<file path="src/rtl/sfu_stream_if.sv">
// Signal bundle for sfu_stream: input beat, output beat, configuration and statistics.
// The master side is the upstream/downstream environment; the slave side is the unit itself.
interface sfu_stream_if #(
  parameter int LANES  = 16,
  parameter int IN_W   = 8,
  parameter int DATA_W = 16,
  parameter int CNT_W  = 16
) ();

  logic                     in_valid;
  logic                     in_ready;
  logic [LANES*IN_W-1:0]    in_q;
  logic [LANES-1:0]         in_obm;
  logic [LANES*DATA_W-1:0]  in_odelta;
  logic [LANES-1:0]         in_sign;
  logic [LANES*DATA_W-1:0]  in_xprev;
  logic                     in_last;
  logic                     cfg_relu_en;

  logic                     out_valid;
  logic                     out_ready;
  logic [LANES*DATA_W-1:0]  out_x;
  logic [LANES*DATA_W-1:0]  out_relu;
  logic [LANES-1:0]         out_ovf;
  logic [LANES-1:0]         out_sat;
  logic                     out_last;
  logic                     tile_done;

  logic                     stat_clr;
  logic [CNT_W-1:0]         stat_outliers;
  logic [CNT_W-1:0]         stat_err;
  logic [CNT_W-1:0]         stat_sat;

  modport master (
    output in_valid, in_q, in_obm, in_odelta, in_sign, in_xprev, in_last,
           cfg_relu_en, out_ready, stat_clr,
    input  in_ready, out_valid, out_x, out_relu, out_ovf, out_sat, out_last,
           tile_done, stat_outliers, stat_err, stat_sat
  );

  modport slave (
    input  in_valid, in_q, in_obm, in_odelta, in_sign, in_xprev, in_last,
           cfg_relu_en, out_ready, stat_clr,
    output in_ready, out_valid, out_x, out_relu, out_ovf, out_sat, out_last,
           tile_done, stat_outliers, stat_err, stat_sat
  );

endinterface

</file>
<file path="src/rtl/sfu_stream.sv">
// Two-stage special-function unit: inlier decompress / outlier substitute, sign-bit ReLU,
// saturating read-add-write of the activation, plus saturating per-tile statistics.
module sfu_stream #(
  parameter int LANES      = 16,
  parameter int IN_W       = 8,
  parameter int DATA_W     = 16,
  parameter int FRAC_SHIFT = 4,
  parameter int CNT_W      = 16
) (
  input logic         clk,
  input logic         rst_n,
  sfu_stream_if.slave stream
);

  localparam int XW   = LANES * DATA_W;
  localparam int PC_W = $clog2(LANES + 1);
  localparam logic [IN_W-1:0]   SENTINEL = {1'b1, {(IN_W-1){1'b0}}};
  localparam logic [DATA_W-1:0] POS_MAX  = {1'b0, {(DATA_W-1){1'b1}}};
  localparam logic [DATA_W-1:0] NEG_MIN  = {1'b1, {(DATA_W-1){1'b0}}};

  logic             en, inFire, s1Adv;

  logic             s1Valid_q, s1Last_q;
  logic [XW-1:0]    s1Delta_q, s1Xprev_q;
  logic [LANES-1:0] s1Ovf_q, s1Err_q, s1Sign_q;

  logic             outValid_q, outLast_q, tileDone_q;
  logic [XW-1:0]    outX_q, outRelu_q;
  logic [LANES-1:0] outOvf_q, outSat_q;

  logic [CNT_W-1:0] statOutliers_q, statErr_q, statSat_q;

  logic [XW-1:0]    decDelta_d, relu_d, sum_d;
  logic [LANES-1:0] decOvf_d, decErr_d, sat_d;

  function automatic logic [PC_W-1:0] popcount(input logic [LANES-1:0] v);
    logic [PC_W-1:0] c;
    c = '0;
    for (int i = 0; i < LANES; i++) c = c + PC_W'(v[i]);
    return c;
  endfunction

  function automatic logic [CNT_W-1:0] satAdd(input logic [CNT_W-1:0] a, input logic [PC_W-1:0] b);
    logic [CNT_W:0] s;
    s = {1'b0, a} + (CNT_W+1)'(b);
    return s[CNT_W] ? '1 : s[CNT_W-1:0];
  endfunction

  // The whole pipe moves together; only a stalled output beat blocks it.
  assign en     = ~outValid_q | stream.out_ready;
  assign inFire = stream.in_valid & en;
  assign s1Adv  = s1Valid_q & en;

  always_comb begin
    decDelta_d = '0;
    decOvf_d   = '0;
    decErr_d   = '0;
    for (int i = 0; i < LANES; i++) begin
      decOvf_d[i] = (stream.in_q[i*IN_W +: IN_W] == SENTINEL);
      decErr_d[i] = decOvf_d[i] & ~stream.in_obm[i];
      if (stream.in_obm[i])
        decDelta_d[i*DATA_W +: DATA_W] = stream.in_odelta[i*DATA_W +: DATA_W];
      else if (!decOvf_d[i])
        decDelta_d[i*DATA_W +: DATA_W] = DATA_W'($signed(stream.in_q[i*IN_W +: IN_W])) << FRAC_SHIFT;
    end
  end

  // One extra bit of headroom exposes overflow as a mismatch of the top two sum bits.
  always_comb begin
    logic [DATA_W-1:0] xp, r;
    logic [DATA_W:0]   wide;
    relu_d = '0;
    sum_d  = '0;
    sat_d  = '0;
    xp     = '0;
    r      = '0;
    wide   = '0;
    for (int i = 0; i < LANES; i++) begin
      xp   = s1Xprev_q[i*DATA_W +: DATA_W];
      r    = (~stream.cfg_relu_en | s1Sign_q[i]) ? s1Delta_q[i*DATA_W +: DATA_W] : '0;
      wide = {xp[DATA_W-1], xp} + {r[DATA_W-1], r};
      sat_d[i] = wide[DATA_W] ^ wide[DATA_W-1];
      relu_d[i*DATA_W +: DATA_W] = r;
      if (sat_d[i])
        sum_d[i*DATA_W +: DATA_W] = wide[DATA_W] ? NEG_MIN : POS_MAX;
      else
        sum_d[i*DATA_W +: DATA_W] = wide[DATA_W-1:0];
    end
  end

  always_ff @(posedge clk or negedge rst_n) begin
    if (!rst_n) begin
      s1Valid_q  <= 1'b0;
      s1Last_q   <= 1'b0;
      s1Delta_q  <= '0;
      s1Xprev_q  <= '0;
      s1Ovf_q    <= '0;
      s1Err_q    <= '0;
      s1Sign_q   <= '0;
      outValid_q <= 1'b0;
      outLast_q  <= 1'b0;
      outX_q     <= '0;
      outRelu_q  <= '0;
      outOvf_q   <= '0;
      outSat_q   <= '0;
    end else if (en) begin
      s1Valid_q  <= stream.in_valid;
      outValid_q <= s1Valid_q;
      if (stream.in_valid) begin
        s1Delta_q <= decDelta_d;
        s1Xprev_q <= stream.in_xprev;
        s1Ovf_q   <= decOvf_d;
        s1Err_q   <= decErr_d;
        s1Sign_q  <= stream.in_sign;
        s1Last_q  <= stream.in_last;
      end
      if (s1Valid_q) begin
        outX_q    <= sum_d;
        outRelu_q <= relu_d;
        outOvf_q  <= s1Ovf_q;
        outSat_q  <= sat_d;
        outLast_q <= s1Last_q;
      end
    end
  end

  always_ff @(posedge clk or negedge rst_n) begin
    if (!rst_n) tileDone_q <= 1'b0;
    else        tileDone_q <= outValid_q & stream.out_ready & outLast_q;
  end

  // A clear in the same cycle as an increment discards that increment.
  always_ff @(posedge clk or negedge rst_n) begin
    if (!rst_n) begin
      statOutliers_q <= '0;
      statErr_q      <= '0;
      statSat_q      <= '0;
    end else if (stream.stat_clr) begin
      statOutliers_q <= '0;
      statErr_q      <= '0;
      statSat_q      <= '0;
    end else begin
      if (inFire) statOutliers_q <= satAdd(statOutliers_q, popcount(stream.in_obm));
      if (s1Adv) begin
        statErr_q <= satAdd(statErr_q, popcount(s1Err_q));
        statSat_q <= satAdd(statSat_q, popcount(sat_d));
      end
    end
  end

  assign stream.in_ready      = en;
  assign stream.out_valid     = outValid_q;
  assign stream.out_x         = outX_q;
  assign stream.out_relu      = outRelu_q;
  assign stream.out_ovf       = outOvf_q;
  assign stream.out_sat       = outSat_q;
  assign stream.out_last      = outLast_q;
  assign stream.tile_done     = tileDone_q;
  assign stream.stat_outliers = statOutliers_q;
  assign stream.stat_err      = statErr_q;
  assign stream.stat_sat      = statSat_q;

endmodule

</file>
<file path="src/flat_wrapper.sv">
// flat-port wrapper written by rule: the top's interface ports become plain ports
module sfu_stream_flat 
#(
  parameter int LANES      = 16,
  parameter int IN_W       = 8,
  parameter int DATA_W     = 16,
  parameter int FRAC_SHIFT = 4,
  parameter int CNT_W      = 16
)
  (clk, rst_n, stream_in_valid, stream_in_q, stream_in_obm, stream_in_odelta, stream_in_sign, stream_in_xprev, stream_in_last, stream_cfg_relu_en, stream_out_ready, stream_stat_clr, stream_in_ready, stream_out_valid, stream_out_x, stream_out_relu, stream_out_ovf, stream_out_sat, stream_out_last, stream_tile_done, stream_stat_outliers, stream_stat_err, stream_stat_sat);
  sfu_stream_if #(.LANES(LANES), .IN_W(IN_W), .DATA_W(DATA_W), .CNT_W(CNT_W)) stream_i ();
  input logic clk;
  input logic rst_n;
  input wire logic [$bits(stream_i.in_valid)-1:0] stream_in_valid;
  input wire logic [$bits(stream_i.in_q)-1:0] stream_in_q;
  input wire logic [$bits(stream_i.in_obm)-1:0] stream_in_obm;
  input wire logic [$bits(stream_i.in_odelta)-1:0] stream_in_odelta;
  input wire logic [$bits(stream_i.in_sign)-1:0] stream_in_sign;
  input wire logic [$bits(stream_i.in_xprev)-1:0] stream_in_xprev;
  input wire logic [$bits(stream_i.in_last)-1:0] stream_in_last;
  input wire logic [$bits(stream_i.cfg_relu_en)-1:0] stream_cfg_relu_en;
  input wire logic [$bits(stream_i.out_ready)-1:0] stream_out_ready;
  input wire logic [$bits(stream_i.stat_clr)-1:0] stream_stat_clr;
  output wire logic [$bits(stream_i.in_ready)-1:0] stream_in_ready;
  output wire logic [$bits(stream_i.out_valid)-1:0] stream_out_valid;
  output wire logic [$bits(stream_i.out_x)-1:0] stream_out_x;
  output wire logic [$bits(stream_i.out_relu)-1:0] stream_out_relu;
  output wire logic [$bits(stream_i.out_ovf)-1:0] stream_out_ovf;
  output wire logic [$bits(stream_i.out_sat)-1:0] stream_out_sat;
  output wire logic [$bits(stream_i.out_last)-1:0] stream_out_last;
  output wire logic [$bits(stream_i.tile_done)-1:0] stream_tile_done;
  output wire logic [$bits(stream_i.stat_outliers)-1:0] stream_stat_outliers;
  output wire logic [$bits(stream_i.stat_err)-1:0] stream_stat_err;
  output wire logic [$bits(stream_i.stat_sat)-1:0] stream_stat_sat;
  assign stream_i.in_valid = stream_in_valid;
  assign stream_i.in_q = stream_in_q;
  assign stream_i.in_obm = stream_in_obm;
  assign stream_i.in_odelta = stream_in_odelta;
  assign stream_i.in_sign = stream_in_sign;
  assign stream_i.in_xprev = stream_in_xprev;
  assign stream_i.in_last = stream_in_last;
  assign stream_i.cfg_relu_en = stream_cfg_relu_en;
  assign stream_i.out_ready = stream_out_ready;
  assign stream_i.stat_clr = stream_stat_clr;
  assign stream_in_ready = stream_i.in_ready;
  assign stream_out_valid = stream_i.out_valid;
  assign stream_out_x = stream_i.out_x;
  assign stream_out_relu = stream_i.out_relu;
  assign stream_out_ovf = stream_i.out_ovf;
  assign stream_out_sat = stream_i.out_sat;
  assign stream_out_last = stream_i.out_last;
  assign stream_tile_done = stream_i.tile_done;
  assign stream_stat_outliers = stream_i.stat_outliers;
  assign stream_stat_err = stream_i.stat_err;
  assign stream_stat_sat = stream_i.stat_sat;
  sfu_stream #(.LANES(LANES), .IN_W(IN_W), .DATA_W(DATA_W), .FRAC_SHIFT(FRAC_SHIFT), .CNT_W(CNT_W)) u_core (.clk(clk), .rst_n(rst_n), .stream(stream_i));
endmodule
</file>
<file path="config.mk">
export PLATFORM = sky130hd
export DESIGN_NAME = sfu_stream_flat
export DESIGN_NICKNAME = d
export VERILOG_FILES = /design/src/rtl/sfu_stream_if.sv /design/src/rtl/sfu_stream.sv /design/src/flat_wrapper.sv
export SDC_FILE = /design/constraint.sdc
export NUM_CORES = 2
export LEC_CHECK = 0
export CAP_MARGIN = 10
export CORE_AREA = 2 2 502 504
export DETAILED_ROUTE_END_ITERATION = 8
export DIE_AREA = 0 0 504 506
export PLACE_DENSITY = 0.44
export RECOVER_POWER = 50
export SETUP_SLACK_MARGIN = 0.15
export SYNTH_ARGS = -nofsm -noshare
export SYNTH_HDL_FRONTEND = slang
export SYNTH_SLANG_ARGS = --single-unit
export TNS_END_PERCENT = 20
</file>
<file path="constraint.sdc">
create_clock -name clk -period 9.9 [get_ports clk]
set_input_delay 2.475 -clock clk [delete_from_list [all_inputs] [get_ports clk]]
set_output_delay 2.475 -clock clk [all_outputs]
set_load 0.005 [all_outputs]
</file>
==> qor.yml <==
detailed_routing:
  detail_route.vias_per_cell: 4.59
  route.final.wire_length_um: 274000
  drc: 0
  drt_pre_antenna_iters: 7
  routed-via-count: 52800
  routedWlPerCell_um: 23.8
  antenna_violating_nets_post_route: 0
  drt_iter0_markers: 3195
worst_setup_path:
  critical-path-slowest-cell: "sky130_fd_sc_hd__fa_2"
  start_kind: "input pin"
  crit_type: "input pin to flop"
  critical_path.reg2reg.endpoint: "u_core.stream.stat_sat[11]"
  cp_max_fo: 9
  cp.depth: 32
  r2r_cells: 31
  critPathRequiredTime_ps: 10570
  r2r_setup_slack_ps: 1880
  setup.worst_path.end_class: "flop"
  cpMostUsedCell: "sky130_fd_sc_hd__fa_1"
  worstReg2RegStart: "u_core.s1Sign_q[1]"
  setup.worst_path.end: "u_core.stream.stat_sat[11]"
  worst-endpoint-arrival_ps: 10100
  cpLargestDelayFamily: "adder cells"
  critical_path.startpoint: "stream_cfg_relu_en"
  critical_path.max_stage_delay_ps: 620
  worst-path-buf-inv: 6
timing:
  maxClockFrequency_mhz: 106
  setup-violations-final: 0
  timing.final.crit_period_ps: 9420
  relSlewSlack_pct: -319
  rsz_0062_raised_after_global_routing: "false"
  slew_viol_final: 1145
  clock_skews_ps: 47.8
  slew_at_the_pin_closest_to_its_max_slew_limit_ps: 6290
  final.setup.worst_slack_ps: 476
  hold_viol_final: 0
  timing.setup.tns_ps: 0
  final.period_utilization_pct: 95.2
place:
  hpwl_after_detailed_placement_um: 217000
  place_worst_setup_slack_ps: -728
  post-place-cells: 11200
  place.gp.congestion: 0.905
  numPortBuffers: 1274
  place_area_um2: 80000
finish:
  area_of_the_multi_input_gates_um2: 29900
  final_cell_count_no_fill: 11500
  layout.cells.most_common: "sky130_fd_sc_hd__nand2_1"
  layout-drive-gt1-share_pct: 12.7
  syn_to_final_growth_pct: 40.9
  num-fill-cells: 25900
  final_cell_area_um2: 85200
  layout.cells.most_common_list: "1,590 x sky130_fd_sc_hd__nand2_1, 1,270 x sky130_fd_sc_hd__clkdlybuf4s50_1, 1,157 x sky130_fd_sc_hd__dfrtp_1, 426 x sky130_fd_sc_hd__buf_4, 385 x sky130_fd_sc_hd__nor2_1"
  seqCellArea_um2: 29000
  postLayoutCoreUtil_pct: 34.1
  final_net_count: 9042
grt:
  globalRoute.totalOverflow: 0
  grt_usage_pct: 21.0
  grt_pass1_wl_um: 393000
  grt_pass1_vias: 54000
  antenna_violations_before_repair: 63
  grt_max_degree: 153
synthesis:
  syn-mean-instance-area_um2: 9.39
  synthCells: 6444
  synth_cell_type_count: 96
  synth_seq_cells: 1157
  total_number_of_yosys_warnings: 0
  synth-edff-count: 0
  synth-main-ff-cell: "sky130_fd_sc_hd__dfrtp_1"
  netlist.area_leader.share_pct: 47.9
  synth.net_count: 7458
  synth.cell_area_um2: 60500
  synth_area_leader_cell: "sky130_fd_sc_hd__dfrtp_1"
  synthTopCellsByArea: "sky130_fd_sc_hd__dfrtp_1 48%, sky130_fd_sc_hd__nand2_1 9.9%, sky130_fd_sc_hd__ha_1 5.9%"
  share_of_flip_flops_with_an_asynchronous_set_or_reset_after_synthesis_pct: 100
  synth.yosys.seq_area_share_pct: 47.9
power_and_ir_drop:
  power.static_leakage_nw: 39.1
  pwr_density_cell_nw_per_um2: 288
  vdd_drop_max_mv: 0.770
clock_network:
  tritoncts_sink_count: 1157
  worst_setup_hold_path_clk_slew_ps: 60
  cts_buffer_depth: 3
  clock_tree.root_cell: "sky130_fd_sc_hd__clkbuf_16"
  cts-buffers-inserted: 151
  cts_hold_repair.buffers: 0
  clock_latency_ps: 800
  cts.htree.levels: 4
  tritoncts: "built"
floorplan:
  placementRows: 184
  floorplan.die_area_um2: 255000
  die_w_um: 504
  coreArea_um2: 250000
  pin_count: 1275
  fp.dieH_um: 506
  start_util_pct: 24.2
run_status:
  violations: "capacitance limit, slew limit"
  status: "finished, violations left"
run:
  cap_viol_max_count: 14
min_path:
  hold_start: "u_core.s1Delta_q[144]"
  hold_path.class: "flop to flop"
[cell type report]
type,instances,area share [%]
antenna,18,0.0529
clock buffer,212,5.24
clock inverter,59,0.863
inverter,166,0.731
multi-input combinational,4822,35.1
sequential,1157,34.0
tap,3348,4.92
timing repair buffer,1730,19.2
[registers in the layout, indices dropped and copies added, names as in the netlist, 16 cells and up]
register / count
u_core.stream.out_sat: 16
u_core.s1Ovf_q: 16
u_core.s1Err_q: 16
u_core.stream.stat_outliers: 16
u_core.s1Delta_q: 256
u_core.stream.stat_err: 16
u_core.stream.out_x: 256
u_core.stream.out_ovf: 16
u_core.stream.stat_sat: 16
u_core.stream.out_relu: 256
u_core.s1Xprev_q: 256
u_core.s1Sign_q: 16
[repair_timing]
action                     4_1_cts  5_1_grt
setup endpoints to repair        4       16
pin swaps                        0        6
buffers inserted                 0        2
resized for setup                2       24
[logic make-up (layout without fill, tap and decap cells)]
group | count (synthesis) | count (layout) | synth area share [%]
buffers and inverters | 465 | 2167 | 2.94
adder cells (fa/ha/maj) | 335 | 335 | 7.54
XOR/XNOR | 214 | 214 | 3.11
other | 0 | 18 | 0
flip-flops | 1157 | 1157 | 47.9
multiplexers | 373 | 373 | 6.73
AO/OA/AOI/OAI | 1195 | 1195 | 12.2
AND/OR/NAND/NOR | 2705 | 2705 | 19.6
[cells in the mapped netlist (7+ instances only)]
| master | number |
|---|---|
| sky130_fd_sc_hd__o211ai_1 | 20 |
| sky130_fd_sc_hd__a311oi_1 | 23 |
| sky130_fd_sc_hd__nor3_1 | 78 |
| sky130_fd_sc_hd__nor4_1 | 22 |
| sky130_fd_sc_hd__inv_1 | 166 |
| sky130_fd_sc_hd__mux2i_1 | 121 |
| sky130_fd_sc_hd__o21ai_0 | 261 |
| sky130_fd_sc_hd__dfrtp_1 | 1157 |
| sky130_fd_sc_hd__mux2_2 | 250 |
| sky130_fd_sc_hd__nor2b_1 | 68 |
| sky130_fd_sc_hd__o2111ai_1 | 7 |
| sky130_fd_sc_hd__or3_1 | 27 |
| sky130_fd_sc_hd__a211oi_1 | 38 |
| sky130_fd_sc_hd__o22ai_1 | 16 |
| sky130_fd_sc_hd__nand2b_1 | 59 |
| sky130_fd_sc_hd__xor2_1 | 45 |
| sky130_fd_sc_hd__clkbuf_1 | 267 |
| sky130_fd_sc_hd__nor2_1 | 385 |
| sky130_fd_sc_hd__a21boi_0 | 8 |
| sky130_fd_sc_hd__o21a_1 | 38 |
| sky130_fd_sc_hd__ha_1 | 286 |
| sky130_fd_sc_hd__nand2_1 | 1591 |
| sky130_fd_sc_hd__and2_1 | 259 |
| sky130_fd_sc_hd__a311oi_2 | 8 |
| sky130_fd_sc_hd__a21oi_1 | 278 |
| sky130_fd_sc_hd__fa_1 | 49 |
| sky130_fd_sc_hd__buf_1 | 15 |
| sky130_fd_sc_hd__o221a_1 | 15 |
| sky130_fd_sc_hd__a31oi_1 | 54 |
| sky130_fd_sc_hd__xnor2_1 | 168 |
| sky130_fd_sc_hd__nor4b_1 | 20 |
| sky130_fd_sc_hd__o221a_2 | 15 |
| sky130_fd_sc_hd__o31ai_1 | 11 |
| sky130_fd_sc_hd__nand4_1 | 11 |
| sky130_fd_sc_hd__nand3_1 | 114 |
| sky130_fd_sc_hd__a21o_1 | 77 |
| sky130_fd_sc_hd__and3_1 | 31 |
| sky130_fd_sc_hd__o21bai_1 | 27 |
| sky130_fd_sc_hd__o21ai_1 | 213 |
| sky130_fd_sc_hd__buf_2 | 15 |
| sky130_fd_sc_hd__or2_2 | 7 |
[tightest hold or removal path: cells and delay by family (launching register included)]
family	cells	cell delay, ps
simple gates	2	100
flops	1	330
[layer usage]
metal / GRT usage [%] / part of all wire (%) / up-vias
met5: 0 / 0.11 / -
met4: 4.66 / 2.2 / 40
met3: 5.64 / 6.4 / 301
met2: 34.5 / 47 / 1347
met1: 27.4 / 44 / 26000
li1: - / - / 25100
[where the power goes]
part / total [mW] / switching (mW) / internal (mW) / leakage, nW
registers: 6.87 / 0.896 / 5.97 / 14.4
logic: 11.9 / 5.93 / 5.95 / 22.2
clock network: 5.79 / 2.34 / 3.44 / 2.58
[worst min path at each step]
| stage | endpoint | slack [ps] | cells after the start |
|---|---|---|---|
| after global placement | u_core.s1Delta_q[115] | 440 | 2 |
| final | u_core.s1Delta_q[144] | 460 | 2 |
| after floorplan | u_core.s1Delta_q[0] | 430 | 2 |
| after global routing | u_core.stream.out_x[96] | 480 | 2 |
| after CTS | u_core.s1Delta_q[144] | 460 | 2 |
| after detailed placement | u_core.s1Delta_q[144] | 450 | 2 |
[metrics by stage]
stage / power (mW) / hold slack (ps)
2_1_floorplan: 12.8 / 430
6_report: 24.5 / 456
3_5_place_dp: 18.9 / 449
3_3_place_gp: 19.0 / 445
5_1_grt: 26.4 / 477
4_1_cts: 24.9 / 462
No activity file was read; power rests on OpenSTA's default activity.
==> patch, RTL diff (same flow settings) <==
Make the reset (`rst_n`) synchronous in 3 clocked blocks.
--- a/src/rtl/sfu_stream.sv
+++ b/src/rtl/sfu_stream.sv
@@ -88,7 +88,7 @@
     end
   end
 
-  always_ff @(posedge clk or negedge rst_n) begin
+  always_ff @(posedge clk) begin
     if (!rst_n) begin
       s1Valid_q  <= 1'b0;
       s1Last_q   <= 1'b0;
@@ -124,13 +124,13 @@
     end
   end
 
-  always_ff @(posedge clk or negedge rst_n) begin
+  always_ff @(posedge clk) begin
     if (!rst_n) tileDone_q <= 1'b0;
     else        tileDone_q <= outValid_q & stream.out_ready & outLast_q;
   end
 
   // A clear in the same cycle as an increment discards that increment.
-  always_ff @(posedge clk or negedge rst_n) begin
+  always_ff @(posedge clk) begin
     if (!rst_n) begin
       statOutliers_q <= '0;
       statErr_q      <= '0;
Function: not settled (the Yosys comparison gave no result); the edit may change what the design does.
==> patch against the original RTL <==
- the flow still finishes with violations (capacitance limit, slew limit)
- sequential cell count unchanged
- register-to-register slack improved by 0.11 ns
- highest routed layer unchanged
- wire length increased by 9.8%
- worst setup slack got worse by 0.045 ns
- area after synthesis decreased by 3.3%
- synthesized cell count increased by 15%
- design area decreased by 3.7%
Power is not compared: it rests on default switching activity, and its combinational part moved more than twofold at a synthesized area within 25%.
==> patch: results (changes against the original RTL) <==
* Metal2 WL at 141000 um (was 128000 um)
* Layout cell share with drive strength beyond 1 at 8.16% (was 12.7%)
* Met2 usage at 37.5% (was 34.5%)
* Area after DPL at 76900 um2 (was 80000 um2)
* Proportion of synthesized flip-flops having asynchronous set or reset at 0% (was 100%)
* Layout clock buffer count at 206 (was 212)
* Number of clock buffers inserted by TritonCTS at 147 (was 151)
* HPWL after detailed placement at 232000 um (was 217000 um)
* Critical path peak fanout at 11 (was 9)
* Startpoint of the tightest hold check path: u_core.s1Delta_q[227] (was u_core.s1Delta_q[144])
* MaxCap Viol Count at 16 (was 14)
* Maximum number of pins on one net before global-route repair at 193 (was 153)
* First-pass GRT wire length at 421000 um (was 393000 um)
* Number of max-slew violations in the final report at 1322 (was 1145)
* Capture point of the worst reg-to-reg path: u_core.stream.stat_sat[15] (was u_core.stream.stat_sat[11])
* Global-route met3 utilization at 6.13% (was 5.64%)
* Vias after detailed routing at 58.8k (was 52.8k)
* Biggest cell delay along the critical path at 0.59 ns (was 0.62 ns)
* Sequential share of the synthesized area at 39.6% (was 47.9%)
* Worst Max-Slew Pin Slew at 6.08 ns (was 6.29 ns)
* Post-layout worst setup margin at 0.431 ns (was 0.476 ns)
* Layout net count at 9756 (was 9042)
* Violations in the final reports: capacitance limit, slew limit (unchanged)
* Bufs w/o clock at 1679 (was 1730)
* Run status: complete, but fails checks (unchanged)
## patch: cell types whose count changed in the layout (fill, tap and decap cells not counted), moves of 113 or more
cell	before	now
sky130_fd_sc_hd__dfrtp_1	1157	0
sky130_fd_sc_hd__dfxtp_1	0	1157
sky130_fd_sc_hd__a21oi_1	274	1223
sky130_fd_sc_hd__dlygate4sd3_1	1	497
sky130_fd_sc_hd__clkdlybuf4s50_1	1270	775
sky130_fd_sc_hd__mux2_2	249	1
sky130_fd_sc_hd__o21ai_0	260	480
sky130_fd_sc_hd__o21ai_1	213	15
sky130_fd_sc_hd__nand2_1	1590	1422
sky130_fd_sc_hd__a211oi_1	37	150
## patch: logic make-up after synthesis
group,after synthesis,synth area share (%)
AOI/OAI and AO/OA,2282,22.3
xor gates and xnor gates,244,3.67
adders and majority gates,412,9.12
buffers and inverters,650,4.21
DFF,1157,39.6
muxes,121,2.07
and+or+nand+nor,2525,19.1
